## config.mk

```make
export PLATFORM = sky130hd
export DESIGN_NAME = pipe_hazard_ctrl
export DESIGN_NICKNAME = d
export VERILOG_FILES = /design/src/rtl/pipe_hazard_ctrl_pkg.sv /design/src/rtl/pipe_hazard_ctrl_hazard_scoreboard.sv /design/src/rtl/pipe_hazard_ctrl.sv
export SDC_FILE = /design/constraint.sdc
export NUM_CORES = 1
export LEC_CHECK = 0
export CAP_MARGIN = 40
export CORE_MARGIN = 10
export CORE_UTILIZATION = 45
export DETAILED_ROUTE_END_ITERATION = 7
export PLACE_DENSITY = 0.76
export SLEW_MARGIN = 20
export SYNTH_ARGS = -nofsm -noshare
export SYNTH_HDL_FRONTEND = slang
export SYNTH_SLANG_ARGS = --single-unit
```

## constraint.sdc

```tcl
create_clock -name clk -period 5.6 [get_ports clk]
set_input_delay 1.68 -clock clk [delete_from_list [all_inputs] [get_ports clk]]
set_output_delay 1.68 -clock clk [all_outputs]
set_load 0.05 [all_outputs]
```

## src/rtl/pipe_hazard_ctrl_pkg.sv

```systemverilog
// Shared types and constants for the pipeline hazard/flush controller.
// Latency: n/a (package only).
// Backpressure: n/a (package only).
package pipe_hazard_ctrl_pkg;

  // Controller FSM encodings (2 bits).
  typedef enum logic [1:0] {
    CTRL_RUN   = 2'd0,
    CTRL_STALL = 2'd1,
    CTRL_FLUSH = 2'd2,
    CTRL_HOLD  = 2'd3
  } ctrl_state_t;

  localparam logic HoldEnable   = 1'b1;
  localparam logic HoldDisable  = 1'b0;
  localparam logic JumpEnable   = 1'b1;
  localparam logic JumpDisable  = 1'b0;

  localparam logic [4:0]  ZeroReg  = 5'd0;
  localparam logic [31:0] ZeroWord = 32'd0;
  localparam logic [31:0] INST_NOP = 32'h0000_0013;

endpackage

```

## src/rtl/pipe_hazard_ctrl_hazard_scoreboard.sv

```systemverilog
// In-flight register-write scoreboard: WB_LAT-deep shift register of {valid, rd}
// with RAW match comparators against the two ID source addresses.
// Latency: hazard is combinational from slot state and rs1/rs2; slots update on clk.
// Backpressure: shift_en=0 freezes all slots; advance=0 pushes a bubble into slot 0.
// Ports: clk, rst_n (sync, active-low), shift_en, push_valid, push_rd, advance,
//        rs1, rs2 -> hazard.
module hazard_scoreboard import pipe_hazard_ctrl_pkg::*; #(
  parameter int WB_LAT = 3
) (
  input  logic       clk,
  input  logic       rst_n,
  input  logic       shift_en,
  input  logic       push_valid,
  input  logic [4:0] push_rd,
  input  logic       advance,
  input  logic [4:0] rs1,
  input  logic [4:0] rs2,
  output logic       hazard
);

  logic [WB_LAT-1:0]      slot_vld;
  logic [WB_LAT-1:0][4:0] slot_rd;

  always_ff @(posedge clk) begin
    if (!rst_n) begin
      slot_vld <= '0;
      slot_rd  <= '0;
    end else if (shift_en) begin
      // Slot k holds the instruction k+1 stages past ID; the top slot retires.
      for (int k = WB_LAT - 1; k > 0; k--) begin
        slot_vld[k] <= slot_vld[k-1];
        slot_rd[k]  <= slot_rd[k-1];
      end
      slot_vld[0] <= advance && push_valid;
      slot_rd[0]  <= push_rd;
    end
  end

  always_comb begin
    hazard = 1'b0;
    for (int k = 0; k < WB_LAT; k++) begin
      if (slot_vld[k] &&
          (((rs1 != ZeroReg) && (slot_rd[k] == rs1)) ||
           ((rs2 != ZeroReg) && (slot_rd[k] == rs2)))) begin
        hazard = 1'b1;
      end
    end
  end

endmodule

```

## src/rtl/pipe_hazard_ctrl.sv

```systemverilog
// Pipeline controller: RAW stall via scoreboard, jump redirect + flush sequencing,
// external front-end freeze with pending-jump capture.
// Latency: all outputs combinational from registered state and current inputs.
// Backpressure: ext_hold_i freezes PC/if_id/id_ex and the scoreboard; jumps seen
//   during a hold are replayed on the first released cycle.
// Optional: PIPE_CTRL_PERF_EN adds stall_cnt_o/flush_cnt_o/hold_cnt_o cycle counters.
// Ports: clk, rst_n (sync, active-low); ID rs1/rs2/rd/reg_wen; EX jump en/addr;
//   ext_hold_i; outputs jump_en/addr, hold_pc/if_id/id_ex, flush_if_id/id_ex.
module pipe_hazard_ctrl import pipe_hazard_ctrl_pkg::*; #(
  parameter int WB_LAT    = 3,
  parameter int FLUSH_CYC = 1
) (
  input  logic        clk,
  input  logic        rst_n,
  input  logic [4:0]  id_rs1_addr_i,
  input  logic [4:0]  id_rs2_addr_i,
  input  logic [4:0]  id_rd_addr_i,
  input  logic        id_reg_wen_i,
  input  logic        ex_jump_en_i,
  input  logic [31:0] ex_jump_addr_i,
  input  logic        ext_hold_i,
  output logic        jump_en_o,
  output logic [31:0] jump_addr_o,
  output logic        hold_pc_o,
  output logic        hold_if_id_o,
  output logic        hold_id_ex_o,
  output logic        flush_if_id_o,
`ifdef PIPE_CTRL_PERF_EN
  output logic        flush_id_ex_o,
  output logic [31:0] stall_cnt_o,
  output logic [31:0] flush_cnt_o,
  output logic [31:0] hold_cnt_o
`else
  output logic        flush_id_ex_o
`endif
);

  ctrl_state_t state_q, state_d;
  logic [1:0]  fcnt_q, fcnt_d;
  logic        pend_vld_q, pend_vld_d;
  logic [31:0] pend_addr_q, pend_addr_d;
  logic        hazard;
  logic        stall_now;
  logic        jflush_now;

  hazard_scoreboard #(.WB_LAT(WB_LAT)) u_sb (
    .clk        (clk),
    .rst_n      (rst_n),
    .shift_en   (!ext_hold_i),
    .push_valid (id_reg_wen_i && (id_rd_addr_i != ZeroReg)),
    .push_rd    (id_rd_addr_i),
    // ID only advances when nothing is bubbling id_ex (stall or flush).
    .advance    (!flush_id_ex_o),
    .rs1        (id_rs1_addr_i),
    .rs2        (id_rs2_addr_i),
    .hazard     (hazard)
  );

  always_comb begin
    state_d       = state_q;
    fcnt_d        = fcnt_q;
    pend_vld_d    = pend_vld_q;
    pend_addr_d   = pend_addr_q;
    jump_en_o     = JumpDisable;
    jump_addr_o   = ZeroWord;
    hold_pc_o     = HoldDisable;
    hold_if_id_o  = HoldDisable;
    hold_id_ex_o  = HoldDisable;
    flush_if_id_o = 1'b0;
    flush_id_ex_o = 1'b0;
    stall_now     = 1'b0;
    jflush_now    = 1'b0;

    if (!rst_n) begin
      flush_if_id_o = 1'b1;
      flush_id_ex_o = 1'b1;
    end else if (ext_hold_i) begin
      hold_pc_o    = HoldEnable;
      hold_if_id_o = HoldEnable;
      hold_id_ex_o = HoldEnable;
      state_d      = CTRL_HOLD;
      // Latest jump wins; it is replayed when the hold releases.
      if (ex_jump_en_i) begin
        pend_vld_d  = 1'b1;
        pend_addr_d = ex_jump_addr_i;
      end
    end else if (ex_jump_en_i || pend_vld_q) begin
      jump_en_o     = JumpEnable;
      jump_addr_o   = ex_jump_en_i ? ex_jump_addr_i : pend_addr_q;
      flush_if_id_o = 1'b1;
      flush_id_ex_o = 1'b1;
      jflush_now    = 1'b1;
      pend_vld_d    = 1'b0;
      if (FLUSH_CYC > 1) begin
        state_d = CTRL_FLUSH;
        // Counter holds the FLUSH cycles remaining after the next one.
        fcnt_d  = 2'(FLUSH_CYC - 2);
      end else begin
        state_d = CTRL_RUN;
      end
    end else if (state_q == CTRL_FLUSH) begin
      flush_if_id_o = 1'b1;
      flush_id_ex_o = 1'b1;
      jflush_now    = 1'b1;
      if (fcnt_q == 2'd0) begin
        state_d = CTRL_RUN;
      end else begin
        fcnt_d = fcnt_q - 2'd1;
      end
    end else if (hazard) begin
      hold_pc_o     = HoldEnable;
      hold_if_id_o  = HoldEnable;
      flush_id_ex_o = 1'b1;
      stall_now     = 1'b1;
      state_d       = CTRL_STALL;
    end else begin
      state_d = CTRL_RUN;
    end
  end

  always_ff @(posedge clk) begin
    if (!rst_n) begin
      state_q     <= CTRL_RUN;
      fcnt_q      <= 2'd0;
      pend_vld_q  <= 1'b0;
      pend_addr_q <= ZeroWord;
    end else begin
      state_q     <= state_d;
      fcnt_q      <= fcnt_d;
      pend_vld_q  <= pend_vld_d;
      pend_addr_q <= pend_addr_d;
    end
  end

`ifdef PIPE_CTRL_PERF_EN
  // Free-running event counters; they keep counting while the pipe is held.
  always_ff @(posedge clk) begin
    if (!rst_n) begin
      stall_cnt_o <= 32'd0;
      flush_cnt_o <= 32'd0;
      hold_cnt_o  <= 32'd0;
    end else begin
      if (stall_now)  stall_cnt_o <= stall_cnt_o + 32'd1;
      if (jflush_now) flush_cnt_o <= flush_cnt_o + 32'd1;
      if (ext_hold_i) hold_cnt_o  <= hold_cnt_o + 32'd1;
    end
  end
`else
  // Only consumed by the optional counters.
  logic unused_perf;
  assign unused_perf = stall_now ^ jflush_now;
`endif

endmodule

```

Yosys cells after proc, flatten, opt, wreduce, memory -nomap -nowiden. Cells that the tools add are included.

Register bits: 55.

Equality and inequality tests: 9. Bitwise logic cells: 3. Reduce and logical (&&, ||, !) cells: 23. Add/sub/neg operators: 1. Multiplexer cells: 33.

Operators by type and width (count): $mux W32 (4); $eq A5 B5 Y1 (6); $mux W1 (25); $reduce_bool A5 Y1 (3); $logic_and A1 B1 Y1 (11); $mux W2 (4); $logic_or A1 B1 Y1 (4); $ne A4 B3 Y1 const B (1); $reduce_and A4 Y1 (1); $not A1 Y1 (3); $eq A2 B2 Y1 const B (1); $logic_not A2 Y1 (1); $ne A2 B2 Y1 const B (1); $reduce_and A2 Y1 (1); $reduce_bool A2 Y1 (1); $sub A2 B1 Y2 const B (1); $logic_not A1 Y1 (1).

Logic depth before layout (Yosys ltp).
Depth after elaboration: 14. Depth in mapped cells: 7.

By module. Synthesis repeated with hierarchy kept, for this count alone.

Cell total of the unflattened synthesis: 356. Area, all modules: 3030.4 sq um.

Modules (own cells, without submodules): pipe_hazard_ctrl (cells each 248, area each 1983.2 sq um, times used 1); hazard_scoreboard (cells each 108, area each 1047.3 sq um, times used 1).

Worst setup path before layout. No wires, ideal clock.

Kind: input -> output. Start point: input id_rs1_addr_i[0]. End point: output hold_pc_o. Data required time: 3920 ps. Buffers on the path: 1. Path slack: 21 ps. Stages on the path: 6. Arrival time: 3899 ps. Path through: xnor2_1 nand2_1 o32ai_1 a21oi_4 o21ai_0 buf_4.

Longest elaborated chain between the ends: 12. Elaborated cells between the ends (all ways): 21. Those cells by class: 3 x eq/ne; 8 x mux; 10 x reduce/logical.

Ends and longest elaborated chain: start: declaration (RTL line pipe_hazard_ctrl.sv:15) `input logic [4:0] id_rs1_addr_i,`; $eq A5 B5 Y1 or $reduce_bool A5 Y1 (tied branches) (RTL line pipe_hazard_ctrl_hazard_scoreboard.sv:43) `(((rs1 != ZeroReg) && (slot_rd[k] == rs1)) ||`; $logic_and A1 B1 Y1 (RTL line pipe_hazard_ctrl_hazard_scoreboard.sv:43); $logic_or A1 B1 Y1 (RTL line pipe_hazard_ctrl_hazard_scoreboard.sv:43); $logic_and A1 B1 Y1 (RTL line pipe_hazard_ctrl_hazard_scoreboard.sv:42) `if (slot_vld[k] &&`; $mux W1 (2 in series) (RTL line pipe_hazard_ctrl_hazard_scoreboard.sv:42); $mux W1 * (RTL line pipe_hazard_ctrl_hazard_scoreboard.sv:42); $mux W1 * (5 in series); end: declaration (RTL line pipe_hazard_ctrl.sv:24) `output logic hold_pc_o,`.

Every way passes the cells marked *; elsewhere a longest branch is shown, timed or not.

Worst setup path in the final report.
Start point: input id_rs1_addr_i[1]. End point: output hold_if_id_o.

Longest elaborated chain between the ends: 12. Elaborated cells between the ends (all ways): 21. Those cells by class: 3 x eq/ne; 8 x mux; 10 x reduce/logical.

Ends and longest elaborated chain: $eq A5 B5 Y1 or $reduce_bool A5 Y1 (tied branches) (RTL line pipe_hazard_ctrl_hazard_scoreboard.sv:43); $logic_and A1 B1 Y1 (RTL line pipe_hazard_ctrl_hazard_scoreboard.sv:43); $logic_or A1 B1 Y1 (RTL line pipe_hazard_ctrl_hazard_scoreboard.sv:43); $logic_and A1 B1 Y1 (RTL line pipe_hazard_ctrl_hazard_scoreboard.sv:42); $mux W1 (2 in series) (RTL line pipe_hazard_ctrl_hazard_scoreboard.sv:42); $mux W1 * (RTL line pipe_hazard_ctrl_hazard_scoreboard.sv:42); $mux W1 * (RTL line pipe_hazard_ctrl.sv:110) `end else if (hazard) begin`; $mux W1 * (RTL line pipe_hazard_ctrl.sv:101) `end else if (state_q == CTRL_FLUSH) begin`; $mux W1 * (RTL line pipe_hazard_ctrl.sv:87) `end else if (ex_jump_en_i || pend_vld_q) begin`; $mux W1 * (RTL line pipe_hazard_ctrl.sv:77) `end else if (ext_hold_i) begin`; $mux W1 * (RTL line pipe_hazard_ctrl.sv:74) `if (!rst_n) begin`; end: declaration (RTL line pipe_hazard_ctrl.sv:25) `output logic hold_if_id_o,`.

Marked as above.

==> results.md <==
* Layout cells sized above 1 at 12.9%
* Synthesized instance count at 355
* Vias/cell at 5.13
* Reg power frac at 49.6%
* Inserted Clock Buffers at 5
* Post-route ant nets at 0
* Synth Register Bits at 55
* Final WL at 8070 microns
* CP max-delay cell: or4_4
* Die ar. at 10,300 sq um
* Boundary Pins at 90
* Max-slew violations at 0
* Critical Path Max Stage Delay at 580 ps
* GRT Total Usage at 15.8%
* Min Tclk post-route at 5370 ps
* Total grt overflow at 0
* Post-cts gate resize count at 0
* Post-Syn Nets at 408
* Hpwl dp at 6120 microns
* YS warnings at 0
* Clock buffer depth at 2
* Clk pin slew, worst setup/hold paths at 90 ps
* Cells along the critical path: clkdlybuf4s50_1, or4_4, nor2_4, or4_1, o21ai_2, a31oi_1, o21ai_1, buf_12
* DR DRC count at 0
* Vias in the first global route at 2,679
* Via count at 2,614
* Post-Syn Area per Cell at 8.42 sq um
* Cell area after layout at 4400 sq um
* Leak at 1.71 nW
* Top delay family on crit path: simple AND/OR/NAND/NOR gates
* Ratio of total power to cell area at 192 nW/um^2
* DR WL/cell at 15.8 microns
* Post-synth top flop: dfxtp_1
* RSZ-0062 raised after global routing: false
* Crit path DAT at 3690 ps
* CTS sink cnt at 55
* GPL Wtd Cong at 0.903
* Final hold viol count at 0
* CTS tree: yes
* Count of cell types in the netlist at 34
* Fin crit share at 95.9%
* Least-Margin Pin Slew at 663 ps
* Worst clock skew at 4.36 ps
* DRT Pass-1 Iters at 4
* Clock share of power at 25.3%
* Core area at 6390 sq um
* Initial antenna violation count at 0
* Net Switching at 0.241 mW
* Finish-stage setup viols at 0
* Async SR Flop Fraction at 0%
* CTS Root Cell: clkbuf_8
* Post-CTS Setup Bufs at 0
* Rows at 29
* Max Freq at 0.186 GHz
* Cell Area, Placed at 4320 sq um
* Initial drt markers at 93
* Max-cap violations at 0
* Switching Share at 28.5%
* Seq/Total Area, Yosys at 36.9%
* # diodes at 0
* Worst slew margin at 55.7%
* Worst path required time at 3920 ps
* Status: complete, no violations
* Int Pwr at 0.603 mW
* Worst setup EP type: primary output
* Synth Cell Area at 2990 sq um
* CP max FO at 4
* H-tree Lvls at 2
* Port buffer count at 89
* Logic pwr share at 25.1%
* Setup CP Type: input pin to primary output
* Worst skew pair latency at 300 ps
* Post-synth EDFFs at 0
* Post-Route Setup TNS at 0 ps
* Nets at 485
* Startpoint types: input pin
* Die height at 101 microns
* Area delta synth->final at 47.2%
* Initial core utilization at 46.8%
* Hold Path Class: flip-flop to flip-flop
* Worst vdd ir at 0.000112 V
* CTS hold repair buffers at 0
* Pin count of the biggest net entering global routing at 44
* Worst path bufs/invs at 2
* First-pass GRT wire length at 13,400 microns
* Die width at 101 microns
## area by class of cell
| class | count | area [sq um] |
|---|---|---|
| Clock buffer | 7 | 76.3 |
| Inverter | 3 | 11.3 |
| Tap cell | 77 | 96.3 |
| Multi-Input combinational cell | 273 | 1780 |
| Timing Repair Buffer | 94 | 1320 |
| Sequential cell | 55 | 1100 |
| Fill cell | 500 | 1990 |
| Clock inverter | 1 | 5.00 |
## per-layer routing
metal / part of all wire, % / up-vias / GRT usage (%) / wire length [microns]
met2: 46 / 57 / 25.7 / 3740
met3: 9.6 / 6 / 7.83 / 778
li1: - / 1324 / - / -
met4: 0.55 / 0 / 2.57 / 44
met5: 0 / - / 0 / 0
met1: 43 / 1227 / 18.6 / 3510
## metrics by stage
stage          hold WS, ps  instances  util (%)  worst slack, ps  total power, mW
2_1_floorplan          443        355         -             21.4            0.538
3_3_place_gp           449        501      67.1             95.8            0.634
3_5_place_dp           457        502      67.6             69.7            0.640
4_1_cts                471        510      68.8             66.9            0.852
5_1_grt                491        510      68.8              111            0.883
6_report               468        510      68.8              228            0.844
## power by group through the flow
stage | Combinational [mW] | Sequential, mW | Clock, mW
3_3_place_gp | 0.208 | 0.427 | 0
5_1_grt | 0.228 | 0.421 | 0.235
3_5_place_dp | 0.213 | 0.428 | 0
6_report | 0.212 | 0.419 | 0.213
2_1_floorplan | 0.114 | 0.424 | 0
4_1_cts | 0.213 | 0.418 | 0.220
## cells in the mapped netlist (3+ instances only)
library cell	count	area (sq um)
dfxtp_1	55	1100
clkbuf_1	18	67.6
nor2_1	36	135
nand2_1	69	259
and2_1	3	18.8
inv_1	3	11.3
xnor2_1	24	210
buf_2	3	15.0
xor2_1	7	61.3
a21boi_0	32	240
nor2b_1	20	125
nand3_1	8	40.0
mux2i_1	49	490
## worst register-to-register path, stage by stage (launching register included)
cell and delay, ps:
dfxtp_1 470, xnor2_1 150, nand3_1 90, or4_1 440, o21ai_2 100, nand2_1 80, a32o_1 240
## worst paths after layout
check / start / endpoint / slack (ps) / cells past startpoint
max: id_rs1_addr_i[1] / hold_if_id_o / 230 / 8
min reg2reg: pend_addr_q[27] / pend_addr_q[27] / 470 / 2
max reg2reg: u_sb.slot_rd[3] / u_sb.slot_vld[0] / 3930 / 6
min: pend_addr_q[27] / pend_addr_q[27] / 470 / 2
## state kept, by name (all words and copies together) (netlist names)
| signal | cells |
|---|---|
| fcnt_q | 2 |
| u_sb.slot_vld | 3 |
| pend_vld_q | 1 |
| pend_addr_q | 32 |
| state_q | 2 |
| u_sb.slot_rd | 15 |
## cells in the final DEF, fill, tap and decap left out, types with 3 or more instances in the layout
master,count
nand2_1,69
xnor2_1,24
nor2_1,36
clkdlybuf4s50_1,50
mux2i_1,49
buf_4,4
clkbuf_8,5
inv_1,3
dfxtp_1,55
a21boi_0,32
nand3_1,8
xor2_1,7
nor2b_1,20
buf_12,38
## logic make-up after synthesis
logic type	Yosys count	share of synthesized area (%)
muxes	49	16.4
and+or+nand+nor	147	22.1
DFF	55	36.9
AOI/OAI and AO/OA	45	11.5
xor gates and xnor gates	31	9.09
buffers and inverters	27	3.64
adders and majority gates	1	0.419
No activity file was read; power rests on OpenSTA's default activity.
